===== src/rtl/instr_encoder_loader.sv =====
// Packs mnemonic-level instructions into 32-bit MIPS words and streams them into sequential
// instruction-memory words, one registered write per accepted beat.
module instr_encoder_loader #(
    parameter int unsigned ADDR_W    = 8,
    parameter int unsigned BASE_ADDR = 0
) (
    input  logic              clk_i,
    input  logic              rst_ni,
    input  logic              start_i,
    input  logic              finish_i,
    input  logic              in_valid_i,
    output logic              in_ready_o,
    input  logic [3:0]        in_op_i,
    input  logic [4:0]        in_rs_i,
    input  logic [4:0]        in_rt_i,
    input  logic [4:0]        in_rd_i,
    input  logic [15:0]       in_imm_i,
    input  logic [25:0]       in_target_i,
    output logic              mem_we_o,
    output logic [ADDR_W-1:0] mem_addr_o,
    output logic [31:0]       mem_wdata_o,
    output logic [ADDR_W:0]   count_o,
    output logic              full_o,
    output logic              done_o,
    output logic              illegal_err_o
);

    typedef enum logic [1:0] {StIdle, StLoad, StDone} state_e;

    localparam logic [ADDR_W:0]   Capacity = {1'b1, {ADDR_W{1'b0}}};
    localparam logic [ADDR_W-1:0] BaseAddr = ADDR_W'(BASE_ADDR);

    state_e              state_q, state_d;
    logic                mem_we_q, mem_we_d;
    logic [ADDR_W-1:0]   mem_addr_q, mem_addr_d;
    logic [31:0]         mem_wdata_q, mem_wdata_d;
    logic [ADDR_W:0]     count_q, count_d;
    logic                illegal_q, illegal_d;

    logic                enc_legal;
    logic [31:0]         enc_word;
    logic                full;
    logic                accept;

    always_comb begin
        enc_word  = 32'h0;
        enc_legal = 1'b1;
        case (in_op_i)
            4'd0:    enc_word = {6'b000000, in_rs_i, in_rt_i, in_rd_i, 5'b00000, 6'b100000};
            4'd1:    enc_word = {6'b000000, in_rs_i, in_rt_i, in_rd_i, 5'b00000, 6'b100100};
            4'd2:    enc_word = {6'b000000, in_rs_i, 15'b0, 6'b001000};
            4'd3:    enc_word = {6'b100011, in_rs_i, in_rt_i, in_imm_i};
            4'd4:    enc_word = {6'b101011, in_rs_i, in_rt_i, in_imm_i};
            4'd5:    enc_word = {6'b000100, in_rs_i, in_rt_i, in_imm_i};
            4'd6:    enc_word = {6'b000101, in_rs_i, in_rt_i, in_imm_i};
            4'd7:    enc_word = {6'b000010, in_target_i};
            4'd8:    enc_word = {6'b000011, in_target_i};
            4'd9:    enc_word = {6'b001000, in_rs_i, in_rt_i, in_imm_i};
            4'd10:   enc_word = {6'b001100, in_rs_i, in_rt_i, in_imm_i};
            default: enc_legal = 1'b0;
        endcase
    end

    assign full       = (count_q == Capacity);
    assign in_ready_o = (state_q == StLoad) && !full && !start_i;
    assign accept     = in_valid_i && in_ready_o;

    always_comb begin
        state_d     = state_q;
        mem_we_d    = 1'b0;
        mem_addr_d  = mem_addr_q;
        mem_wdata_d = mem_wdata_q;
        count_d     = count_q;
        illegal_d   = illegal_q;
        if (start_i) begin
            state_d   = StLoad;
            count_d   = '0;
            illegal_d = 1'b0;
        end else begin
            if (accept) begin
                if (enc_legal) begin
                    mem_we_d    = 1'b1;
                    // Address wraps naturally at ADDR_W bits.
                    mem_addr_d  = BaseAddr + count_q[ADDR_W-1:0];
                    mem_wdata_d = enc_word;
                    count_d     = count_q + 1'b1;
                end else begin
                    illegal_d = 1'b1;
                end
            end
            if ((state_q == StLoad) && finish_i) begin
                state_d = StDone;
            end
        end
    end

    always_ff @(posedge clk_i or negedge rst_ni) begin
        if (!rst_ni) begin
            state_q     <= StIdle;
            mem_we_q    <= 1'b0;
            mem_addr_q  <= '0;
            mem_wdata_q <= 32'h0;
            count_q     <= '0;
            illegal_q   <= 1'b0;
        end else begin
            state_q     <= state_d;
            mem_we_q    <= mem_we_d;
            mem_addr_q  <= mem_addr_d;
            mem_wdata_q <= mem_wdata_d;
            count_q     <= count_d;
            illegal_q   <= illegal_d;
        end
    end

    assign mem_we_o      = mem_we_q;
    assign mem_addr_o    = mem_addr_q;
    assign mem_wdata_o   = mem_wdata_q;
    assign count_o       = count_q;
    assign full_o        = full;
    assign done_o        = (state_q == StDone);
    assign illegal_err_o = illegal_q;

endmodule


===== config.mk =====
export PLATFORM = sky130hd
export DESIGN_NAME = instr_encoder_loader
export DESIGN_NICKNAME = d
export VERILOG_FILES = /design/src/rtl/instr_encoder_loader.sv
export SDC_FILE = /design/constraint.sdc
export NUM_CORES = 1
export LEC_CHECK = 0
export ABC_AREA = 0
export CORE_MARGIN = 2
export CORE_UTILIZATION = 43
export CTS_BUF_LIST = sky130_fd_sc_hd__clkbuf_4 sky130_fd_sc_hd__clkbuf_8
export CTS_CLUSTER_DIAMETER = 30
export DETAILED_ROUTE_END_ITERATION = 8
export PLACE_DENSITY = 0.8
export RECOVER_POWER = 50
export SLEW_MARGIN = 20
export SYNTH_ARGS = -nofsm -noshare
export SYNTH_HDL_FRONTEND = slang
export SYNTH_SLANG_ARGS = --single-unit

===== constraint.sdc =====
create_clock -name clk_i -period 2.2 [get_ports clk_i]
set_input_delay 0.33 -clock clk_i [delete_from_list [all_inputs] [get_ports clk_i]]
set_output_delay 0.33 -clock clk_i [all_outputs]
set_load 0.1 [all_outputs]

==> summary.md <==
The flow ran to the end, and the final reports show no timing, DRC or antenna violations. STA classifies the critical path startpoint as a flop. The number of buffers and inverters on the critical path came out at 2. Number of gates resized after CTS: 0.

The initial antenna violation count was 0; the average wire per cell in the routed design was 15.69 microns. Clock tree synthesis found a total of 52 sinks. Registers take 1318 sq um. Walking the worst path, the cells encountered are inv_2 -> ha_2 -> nor4bb_4 -> and2_4 -> nor4b_4 -> buf_12. The final max-slew violation count is 0, and the final clock skew is 0.005454 ns. After synthesis, the cell types taking the most area are dfrtp_1, nor2_1, nand2_1.

The minimum clock period was 2.083 ns. First-pass iteration count of the detailed router: 4. dfrtp_1 is the most common cell in the netlist.

The fraction of the cycle the final worst path needs is 0.9470, and the final setup violation count is 0. After floorplanning, the core was sized to cover 5921 sq um. After synthesis, the most frequently instantiated cells are dfrtp_1, nor2_1, nand2_1. The die is 82.19 microns wide. Row generation in the floorplan step produced 28 rows. Once placement completed, the tool counted placed cells totaling 476.

The top cell type by total area after synthesis is dfrtp_1. The average vias per placed instance was 5.467. The top cell type's share of synthesized area was 0.4950. The tools report the worst vdd rail ir drop as 0.6094 mV. Once the clock tree was built, the setup fixing pass inserted 0 buffers. After the first detailed-routing iteration, the DRC count stood at 179. In this run the power density over the cells is 929.0 nW/um^2. For the net count after synthesis, the log shows 352.

The category of the critical setup timing path is flop to output pin. The number of global-route vias before repair is 2429, and the maximum net fanout on the critical path is 4. The run gives 0.4440 as the starting utilization of the core area. A synthesized cell averages 9.256 sq um. In this run, synthesis produced a sequential element count of 52. In this run the remaining antenna-violating nets after routing total 0. Pin placement for this block handled 120 I/O pins.

For the global-route usage over all layers, the log shows 0.2215. The minimum hold slack was 0.3242 ns; the detailed placer's ending HPWL was 5876 microns. For the pin with the worst max-slew slack, the measured transition is 1.362 ns. The most frequently used flop master after synthesis is dfrtp_1. The fraction of synthesis flops using an asynchronous set or reset pin works out to 1.000. For the distinct cell type count of the synthesized netlist, the log shows 46. Synthesis produced a netlist whose cell count is 284. The signal arrival time at the worst endpoint was 1.75 ns. The fraction of final layout cells sized beyond drive strength 1 was 0.1907. The finished layout holds 484 standard cells, fillers aside.

In this run, CTS created clock tree buffers numbering 5. The congestion estimate from routability-driven global placement came to 0.8802. For this run, the slowest stage of the critical path takes 0.42 ns. In this run the tool buffered the top-level ports with 118 buffer cells.

TritonCTS built the clock tree. Summed over all layers, the global routing overflow is 0. At the worst endpoint, the required time is 1.87 ns. The clock reaches the later pin of the worst-skew pair after 0.29 ns. The min-delay analysis places its worst path in the category primary input to asynchronous set/reset pin.

The number of hold buffers added after CTS was 0. The run gives 0 as the number of hold violations in the final report. The logs give 0.09221 for the worst relative slew slack and 2646 for the routed via count. The number of antenna cells inserted is 0, and the number of DRC violations after detailed routing is 0.

STA classifies the critical path endpoint as an output pin. The logs give 0.4950 for the sequential element share of the synthesized area and 2 for the maximum buffer depth of the clock tree. The synthesized design contains 0 enable-type register cells.

The multi-input combinational cells in the finished layout cover a total of 1212 sq um. Clock-pin slew was measured on the worst setup and hold paths at 0.09 ns. Summing every instance area after synthesis gives 2629 sq um.

Clock tree root driver cell: clkbuf_8. For the aggregate routed wire length, the log shows 7592 microns. The standard cell with the maximum stage delay on the critical path is dfrtp_4. The layout net count is 476. For this run, the number of Yosys warnings is 0. The maximum number of pins on one net before global-route repair is 32. From synthesis to final layout, the design area changed by 47.83%. The floorplan step defined a die boundary enclosing 6755 sq um.

The total negative setup slack came out at 0 ns. The global-route wire length before repair was 11430 microns; the highest clock frequency the design can meet was 480.0 MHz. The tools report the level count of the clock H-tree as 2. The number of max-cap violations came out at 0. The die is 82.19 microns tall.

Setup repair after global routing left no endpoint under its margin. The filler cells instantiated in the layout total 510. Among cell families on the critical path, the largest total delay comes from simple AND/OR/NAND/NOR gates.

For this design the static power due to leakage is 1.715 nW.
worst register-to-register path: stages (launching register included):
cell and delay (ns):
dfrtp_4 0.42, inv_2 0.05, ha_2 0.17, nor4bb_4 0.15
a221o_2 0.43, inv_2 0.19, buf_12 0.19, o221ai_1 0.15
o21a_1 0.14
final cells by class:
class,instances,share of cell area
flip-flops and latches,52,0.3390
multi-input cells,202,0.3120
repair buffers,139,0.2943
well taps,75,0.02415
clock buffers,7,0.02157
inverters,8,0.007727
clock inverters,1,0.001288
final timing paths:
path                               startpoint         endpoint  slack, ns  cells after the start
worst min-delay path                   rst_ni       count_o[4]       0.32                      1
worst max-delay path               count_o[1]       in_ready_o       0.12                      6
worst max register to register     count_o[1]  mem_wdata_o[26]       0.19                      8
min in group clk_i              mem_addr_o[4]    mem_addr_o[4]       0.48                      2
max in group asynchronous              rst_ni  mem_wdata_o[24]       0.67                      2
worst min register to register  mem_addr_o[4]    mem_addr_o[4]       0.48                      2
per-stage QoR:
stage,instance area [sq um],util,power [W],setup slack [ns]
final,3886,0.6564,0.003610,0.1167
after global routing,3886,0.6564,0.003763,0.02424
after CTS,3981,0.6724,0.003717,0.02186
after detailed placement,3892,0.6574,0.003186,-0.04056
after global placement,3892,0.6574,0.003158,0.03397
after floorplan,2674,-,0.002654,-0.6007
registers in the layout (all words and copies together) (netlist names):
| name | cells |
|---|---|
| mem_addr_o | 8 |
| illegal_err_o | 1 |
| count_o | 9 |
| mem_we_o | 1 |
| state_q | 2 |
| mem_wdata_o | 31 |
cell families (layout without fill, tap and decap cells):
kind of cell	after synthesis	after routing	synth area share
AND/OR/NAND/NOR	108	108	0.1904
flip-flops	52	52	0.4950
XOR/XNOR	2	2	0.006665
multiplexers	6	6	0.02332
other	1	1	0.001427
AO/OA/AOI/OAI	83	83	0.2161
buffers and inverters	30	155	0.05759
adder cells (fa/ha/maj)	2	2	0.009518
cell usage in the layout (no fill, tap or decap), types with 4 or more instances in the layout:
cell              n
a21oi_1          19
a221oi_1         14
a222oi_1          5
a31oi_1           5
buf_4            43
clkbuf_1         23
clkbuf_8          5
clkdlybuf4s50_1  63
dfrtp_1          43
dfrtp_2           7
inv_1             5
mux2i_1           5
nand2_1          36
nand3_1           6
nor2_1           41
nor3_1            5
o21a_1            5
o21ai_0           7
o21ai_1          10
o221ai_1          4
o31ai_1           5
routing by layer:
layer | part of all wire | vias up | GRT usage | wire length (microns)
met5 | 0 | - | 0 | 0
met4 | 0.027 | 0 | 0.09000 | 208
met3 | 0.067 | 15 | 0.05109 | 512
met2 | 0.50 | 103 | 0.3508 | 3773
met1 | 0.41 | 1258 | 0.2929 | 3098
li1 | - | 1270 | - | -
report_power, final:
group	internal (W)	switching (W)
registers	0.00111	0.0000894
clock network	0.000249	0.000287
logic	0.000369	0.00150
Note: power is estimated with default switching activity, not from simulation.
